## config.mk

```make
export PLATFORM = sky130hd
export DESIGN_NAME = seq_divider_32
export DESIGN_NICKNAME = d
export VERILOG_FILES = /design/src/rtl/alu_pkg.sv /design/src/rtl/add_sub_32.sv /design/src/rtl/seq_divider_32.sv
export SDC_FILE = /design/constraint.sdc
export NUM_CORES = 1
export LEC_CHECK = 0
export ABC_AREA = 1
export BUFFER_PORTS_ARGS = -buffer_cell sky130_fd_sc_hd__buf_2
export CORE_UTILIZATION = 63
export DETAILED_ROUTE_END_ITERATION = 6
export PLACE_DENSITY = 0.85
export SLEW_MARGIN = 15
export SYNTH_ARGS = -nofsm -noshare
export SYNTH_HDL_FRONTEND = slang
export SYNTH_SLANG_ARGS = --single-unit
```

## constraint.sdc

```tcl
create_clock -name clk -period 4.35 [get_ports clk]
set_input_delay 0.87 -clock clk [delete_from_list [all_inputs] [get_ports clk]]
set_output_delay 0.87 -clock clk [all_outputs]
set_load 0.02 [all_outputs]
```

## src/rtl/alu_pkg.sv

```systemverilog
// Shared ALU package: divider state encoding, datapath width and the
// divide-by-zero quotient constant.
package alu_pkg;

    localparam int DIV_W = 32;

    // Quotient reported when the divisor is zero.
    localparam logic [DIV_W-1:0] QUOT_DIV0 = '1;

    typedef enum logic [1:0] {
        DIV_IDLE = 2'd0,
        DIV_RUN  = 2'd1,
        DIV_ZERO = 2'd2,
        DIV_DONE = 2'd3
    } div_state_e;

endpackage

```

## src/rtl/add_sub_32.sv

```systemverilog
// Single-cycle adder/subtractor. sel=0: a+b, sel=1: a-b.
// cout is the carry out of the top bit; on subtract, 1 means no borrow.
module add_sub_32 #(
    parameter int W = 32
) (
    input  logic [W-1:0] a,
    input  logic [W-1:0] b,
    input  logic         sel,
    output logic [W-1:0] result,
    output logic         cout
);

    logic [W-1:0] b_eff;

    // Subtract as a + ~b + 1 so one carry chain serves both operations.
    always_comb begin
        b_eff = sel ? ~b : b;
        {cout, result} = {1'b0, a} + {1'b0, b_eff} + {{W{1'b0}}, sel};
    end

endmodule

```

## src/rtl/seq_divider_32.sv

```systemverilog
// Multi-cycle restoring divider, one quotient bit per clock.
// Optional signed operation is enabled by defining DIV_SIGNED_EN.
//
// Handshake: start is sampled only in IDLE; an accepted start latches the
// operands, busy rises the following cycle and stays high until done.
// done is a one-cycle pulse with quotient/remainder/div_zero valid; those
// outputs then hold until the next request's own done. start seen while
// busy or during the done cycle is dropped, never queued.
module seq_divider_32
    import alu_pkg::*;
#(
    parameter int N     = DIV_W,
    parameter int CNT_W = 6
) (
    input  logic         clk,
    input  logic         rst_n,
    input  logic         start,
    input  logic [N-1:0] dividend,
    input  logic [N-1:0] divisor,
    output logic         busy,
    output logic         done,
    output logic [N-1:0] quotient,
    output logic [N-1:0] remainder,
    output logic         div_zero,
    output logic [1:0]   dbg_state
);

    div_state_e       state;
    logic [CNT_W-1:0] cnt;
    logic [N-1:0]     rem_w;    // partial remainder
    logic [N-1:0]     quo_w;    // dividend shifting out, quotient shifting in
    logic [N-1:0]     dvs_w;    // latched divisor magnitude

    logic [N-1:0]     dvd_in;
    logic [N-1:0]     dvs_in;
    logic [N-1:0]     r_shift;
    logic [N-1:0]     t_diff;
    logic             t_cout;
    logic             no_borrow;
    logic [N-1:0]     rem_next;
    logic [N-1:0]     quo_next;
    logic [N-1:0]     quo_out;
    logic [N-1:0]     rem_out;

`ifdef DIV_SIGNED_EN
    logic             neg_q;
    logic             neg_r;
`endif

    assign dbg_state = state;

    // Operand magnitudes taken at accept; plain pass-through when unsigned.
    always_comb begin
`ifdef DIV_SIGNED_EN
        dvd_in = dividend[N-1] ? -dividend : dividend;
        dvs_in = divisor[N-1]  ? -divisor  : divisor;
`else
        dvd_in = dividend;
        dvs_in = divisor;
`endif
    end

    // Shifted remainder R' = {rem_w, next dividend bit}; its bit N lives in
    // rem_w[N-1], so the N+1 bit trial is non-negative when that bit is set
    // or the N-bit subtract did not borrow.
    assign r_shift = {rem_w[N-2:0], quo_w[N-1]};

    add_sub_32 #(.W(N)) u_trial_sub (
        .a      (r_shift),
        .b      (dvs_w),
        .sel    (1'b1),
        .result (t_diff),
        .cout   (t_cout)
    );

    // Keep the trial difference or restore, and shift in the quotient bit.
    always_comb begin
        no_borrow = rem_w[N-1] | t_cout;
        rem_next  = no_borrow ? t_diff : r_shift;
        quo_next  = {quo_w[N-2:0], no_borrow};
`ifdef DIV_SIGNED_EN
        quo_out   = neg_q ? -quo_next : quo_next;
        rem_out   = neg_r ? -rem_next : rem_next;
`else
        quo_out   = quo_next;
        rem_out   = rem_next;
`endif
    end

    // Control FSM, iteration counter, working registers and result registers.
    always_ff @(posedge clk) begin
        if (!rst_n) begin
            state     <= DIV_IDLE;
            cnt       <= '0;
            rem_w     <= '0;
            quo_w     <= '0;
            dvs_w     <= '0;
            busy      <= 1'b0;
            done      <= 1'b0;
            div_zero  <= 1'b0;
            quotient  <= '0;
            remainder <= '0;
`ifdef DIV_SIGNED_EN
            neg_q     <= 1'b0;
            neg_r     <= 1'b0;
`endif
        end else begin
            case (state)
                DIV_IDLE: begin
                    done <= 1'b0;
                    if (start) begin
                        busy  <= 1'b1;
                        rem_w <= '0;
                        dvs_w <= dvs_in;
`ifdef DIV_SIGNED_EN
                        neg_q <= dividend[N-1] ^ divisor[N-1];
                        neg_r <= dividend[N-1];
`endif
                        if (divisor == '0) begin
                            // Raw dividend is parked here to become the remainder.
                            quo_w <= dividend;
                            state <= DIV_ZERO;
                        end else begin
                            quo_w <= dvd_in;
                            cnt   <= CNT_W'(N);
                            state <= DIV_RUN;
                        end
                    end
                end
                DIV_RUN: begin
                    rem_w <= rem_next;
                    quo_w <= quo_next;
                    cnt   <= cnt - 1'b1;
                    if (cnt == CNT_W'(1)) begin
                        quotient  <= quo_out;
                        remainder <= rem_out;
                        div_zero  <= 1'b0;
                        busy      <= 1'b0;
                        done      <= 1'b1;
                        state     <= DIV_DONE;
                    end
                end
                DIV_ZERO: begin
                    quotient  <= N'(QUOT_DIV0);
                    remainder <= quo_w;
                    div_zero  <= 1'b1;
                    busy      <= 1'b0;
                    done      <= 1'b1;
                    state     <= DIV_DONE;
                end
                DIV_DONE: begin
                    done  <= 1'b0;
                    state <= DIV_IDLE;
                end
                default: begin
                    state <= DIV_IDLE;
                end
            endcase
        end
    end

endmodule

```

### Word-level counts from Yosys, hierarchy flattened

Index checks and enable logic that the tools add are counted.

* register bits: 171
* word-level logic and storage cells: 56

* add/subtract/negate cells: 3
* equality and inequality tests: 7
* multiplexer cells: 22
* bitwise operators: 2
* reduce and logical (&&, ||, !) cells: 12

Operator list (number)
* one-hot mux 32 bit (2 select lines): 4
* 2-to-1 mux 32 bit: 5
* adder 32 x 32 -> 33 bit: 1
* adder 33 x 1 -> 33 bit, second input constant: 1
* zero test 32 bit: 1
* inverter 32 bit: 1
* 2-to-1 mux 6 bit: 2
* one-hot mux 6 bit (2 select lines): 1
* one-hot mux 2 bit (4 select lines): 1
* AND reduction 2 bit: 4
* equality test 6 x 1 -> 1 bit, second input constant: 1
* 2-to-1 mux 2 bit: 3
* != test 2 bit, second input constant: 3
* one-hot mux 1 bit (3 select lines): 2
* AND reduction 3 bit: 2
* subtractor 6 x 1 -> 6 bit, second input constant: 1
* equality test 2 bit, second input constant: 2
* nonzero test 2 bit: 2
* 2-to-1 mux 1 bit: 3
* nonzero test 3 bit: 1
* equality test 2 x 1 -> 1 bit, second input constant: 1
* zero test 2 bit: 1
* one-hot mux 1 bit (2 select lines): 1
* OR reduction 2 bit: 1
* OR 1 bit: 1

### Depth between registers and ports, before layout

* word-level depth: 7
* gate-level depth with buffers: 18
* gate-level depth less buffers: 17

### Modules after synthesis

From an unflattened synthesis, not the netlist that was laid out.

* cells, all modules: 1560
* area total of the unflattened synthesis: 10017.1 um^2

Modules (own cells, without submodules)
* seq_divider_32: instances 1, cells each 1076, area each 7389.6 um^2, seq. area each 3423.3 um^2
* add_sub_32: instances 1, cells each 484, area each 2627.5 um^2, seq. area each 0.0 um^2

### Worst setup path after synthesis

No wires, ideal clock.

* path type: register -> register
* start point: register quo_w[31]
* end point: register remainder[3]
* arrival: 2123 ps
* data required time: 4218 ps
* setup slack: 2095 ps
* cell stages (with the launch flop): 18
* buffers on the path: 2
* period minus slack after synthesis: 2255 ps
* cells stage by stage: dfxtp_1 inv_1 ha_1 fa_1 inv_1 nand2_1 nand2_1 nand3_2 nand2_2 nand2_2 nand2_2 nand3_4 buf_6 buf_6 nand3_2 nand2_1 o21ai_1 a21oi_1

* word-level cells in the longest chain between the ends: 6

Ends and longest elaborated chain
* from (decl): RTL line seq_divider_32.sv:31 `logic [N-1:0] quo_w;`
* from (signal assigned): RTL line seq_divider_32.sv:121 `quo_w <= dividend;`
* from (signal assigned): RTL line seq_divider_32.sv:124 `quo_w <= dvd_in;`
* from (signal assigned): RTL line seq_divider_32.sv:132 `quo_w <= quo_next;`
* adder 32 x 32 -> 33 bit *: RTL line add_sub_32.sv:18 `{cout, result} = {1'b0, a} + {1'b0, b_eff} + {{W{1'b0}}, sel};`
* adder 33 x 1 -> 33 bit *: RTL line add_sub_32.sv:18
* OR 1 bit: RTL line seq_divider_32.sv:78 `no_borrow = rem_w[N-1] | t_cout;`
* 2-to-1 mux 32 bit *: RTL line seq_divider_32.sv:79 `rem_next = no_borrow ? t_diff : r_shift;`
* 2-to-1 mux 32 bit *: RTL line seq_divider_32.sv:134 `if (cnt == CNT_W'(1)) begin`
* one-hot mux 32 bit (2 select lines) *: RTL line seq_divider_32.sv:108 `case (state)`
* to (signal assigned): RTL line seq_divider_32.sv:136 `remainder <= rem_out;`
* to (signal assigned): RTL line seq_divider_32.sv:145 `remainder <= quo_w;`
* to (decl): RTL line seq_divider_32.sv:23 `output logic [N-1:0] remainder,`

Every way passes the cells marked *; elsewhere a longest branch is shown, timed or not. The select of a mux whose other input is x is not followed.
A chain may end at the register's enable or synchronous reset.

### Final worst setup path

* start point: register quo_w[31]
* end point: register remainder[17]

The elaborated chain is that of the path after synthesis.

==> reports/metrics.cfg <==
[run_status]
status=completed

[grt]
grt_util_all_layers=0.348
grt_pass1_vias=9198
overflow=0
antenna_found_initial=0
grt_pass1_wl_mm=45.2
grt_max_degree=65

[drt]
drtPass1Iterations=5
drc=0
wl_per_cell_um=15.2
avgViaCountPerCell=5.47
wl_mm=28.5
drt_iter0_drc=931
vias=10300
ant_nets=0

[floorplan]
die_w_um=129
rows=46
dieArea_mm2=0.0166
die_y_um=129
core_area_mm2=0.0158
io_pins=136
start_util=0.642

[synthesis]
yosysSeqAreaShare=0.337
synth.top_cell.area_share=0.337
post-synth-top-count-cell=nand2_1
yosys.area.top_type=dfxtp_1
synth_flop_cell=dfxtp_1
synth_cell_types=40
syn-num-nets=1668
synth_cells=1562
syn_area_per_cell_um2=6.51
synth.area.top_cells=dfxtp_1, nand2_1, a21oi_1
synth_seq_cells=171
synth_edf_count=0
yosysWarningCount=0
ys_async_sr_fraction=0
synthesis.area_mm2=0.0102
ys_top_cells_by_count=nand2_1, a21oi_1, inv_1

[min_path]
hold_depth=2
worstHoldPathType=reg -> reg

[cts]
cts_sinks=171
h-tree-depth=4
ctsLongestPathBuffers=2
cts_hold_buf=0
cts_buffers=17
path_clk_slew_ps=70
clock_latency_ps=440
cts_root_buf=clkbuf_16
cts.repair.resized=0
cts_tree=done
cts_setup_buffers=0

[worst_setup_path]
cp_slowest_cell=nand2_4
path_max_fanout=42
crit_family=simple AND/OR/NAND/NOR gates
crit_type=reg -> reg
r2r_cells=16
worst-endpoint-arrival_ps=3660
crit_chain=inv_1, ha_1, fa_1, inv_1, nand2_1, nand2_1, nand3_2, nand2_2, nand2_2, nand2_2, nand3_4, nand2_4, nand3_2, nand3_1, nand2_1, a21oi_1
slowest_delay_ps=590
endpoint_kind=flip-flop
start_kind=flip-flop
critPathBufInv=2
critPathRequiredTime_ps=4710
worstSetupPathDepth=16

[timing]
worstMarginPinSlew_ps=905
setup_viol=0
min_period_ps=3290
maxSlewViolCount=0
grt_setup_unrepaired=no
hold_viol=0
max_freq_mhz=304
setup_tns_ps=0
slew-limit-headroom=0.393
finalClockSkew_ps=9.20
fin_crit_sh=0.757

[placement]
dp_hpwl_mm=20.8
place.port_buffers=135
place_area_mm2=0.0108
gp_congestion=0.940

[pwr]
p_int_mw=3.68
seq_power_share=0.308
finalPower_mw=6.70
power_density_mw_per_mm2=587
power_frac_comb=0.442
p_sw_frac=0.451
vdd_ir_drop_max_mv=0.358
clkPwrFrac=0.250
p_leak_nw=5.54
p_sw_mw=3.02

[final_layout]
area_growth_pct=12.4
finalNetCount=1755
drive_above_1_share=0.150
fin_area_mm2=0.0114
diodes=0

[job]
cap_violations=0

worst reg2reg max path: cells and delay by family (launching register included):
kind,cells,cell delay (ps)
simple gates,11,1890
fa+ha+maj,2,660
flops,1,340
buf+inv,2,190
compound gates,1,140
registers in the layout, summed over array words and instances, names as in the netlist, 2 cells and up:
name / cells
dvs_w: 32
quotient: 32
cnt: 6
remainder: 32
quo_w: 32
dbg_state: 2
rem_w: 32
layout make-up:
type | count | area (um2)
fillers | 1383 | 4400
well taps | 216 | 270
repair buffers | 146 | 771
inverters | 208 | 781
clock inverters | 15 | 218
clock buffers | 17 | 425
multi-input cells | 1105 | 5540
flip-flops and latches | 171 | 3420
through the flow:
| step | util | hold WS, ps | instances | worst slack (ps) |
|---|---|---|---|---|
| floorplan | - | 433 | 1562 | 2100 |
| global placement | 0.681 | 438 | 1846 | 1270 |
| detailed placement | 0.681 | 442 | 1846 | 1140 |
| CTS | 0.722 | 452 | 1878 | 1100 |
| global route | 0.722 | 469 | 1878 | 763 |
| finish | 0.722 | 451 | 1878 | 1060 |
final timing paths:
check                                from             to  slack [ps]
worst max-delay path            quo_w[31]  remainder[17]        1060
worst min register to register       busy           busy         450
worst min-delay path                 busy           busy         450
worst max register to register  quo_w[31]  remainder[17]        1060
routing by layer:
layer | up-vias | part of all wire | GRT usage
met1 | 4597 | 0.44 | 0.449
met5 | - | 0 | 0
met4 | 0 | 0.037 | 0.147
li1 | 5165 | - | -
met2 | 432 | 0.46 | 0.579
met3 | 82 | 0.065 | 0.0549
placed cells by master (no fill, tap or decap), types with 2 or more instances in the layout:
master and n:
a21o_1 2, a21oi_1 204, a21oi_2 6, a31oi_1 5
buf_2 135, buf_4 10, bufinv_16 3, clkbuf_16 17
clkinv_8 2, dfxtp_1 171, ha_1 37, inv_1 198
inv_2 9, inv_6 6, inv_8 3, nand2_1 483
nand2_2 12, nand3_1 58, nand3_2 30, nand3b_1 3
nand4_1 9, nor2_1 62, nor2_2 3, nor2_4 4
nor3_1 2, nor4_1 8, o211ai_1 4, o21ai_0 140
o21ai_1 4, xnor2_1 4, xor2_1 15
power groups by stage:
stage                     sequential (mW)  clock (mW)  combinational (mW)
after global routing                 2.10        1.73                3.31
after CTS                            2.06        1.68                2.92
after global placement               2.08           0                2.84
after floorplan                      2.15           0                2.11
after detailed placement             2.09           0                2.89
final                                2.07        1.68                2.96
logic make-up (layout without fill, tap and decap cells):
family                   after synthesis  count (layout)  synth area share
adder cells (fa/ha/maj)               39              39            0.0487
buffers and inverters                286             386             0.119
AND/OR/NAND/NOR                      681             681             0.294
XOR/XNOR                              19              19            0.0164
flip-flops                           171             171             0.337
AO/OA/AOI/OAI                        366             366             0.186
Note: power is estimated with default switching activity, not from simulation.
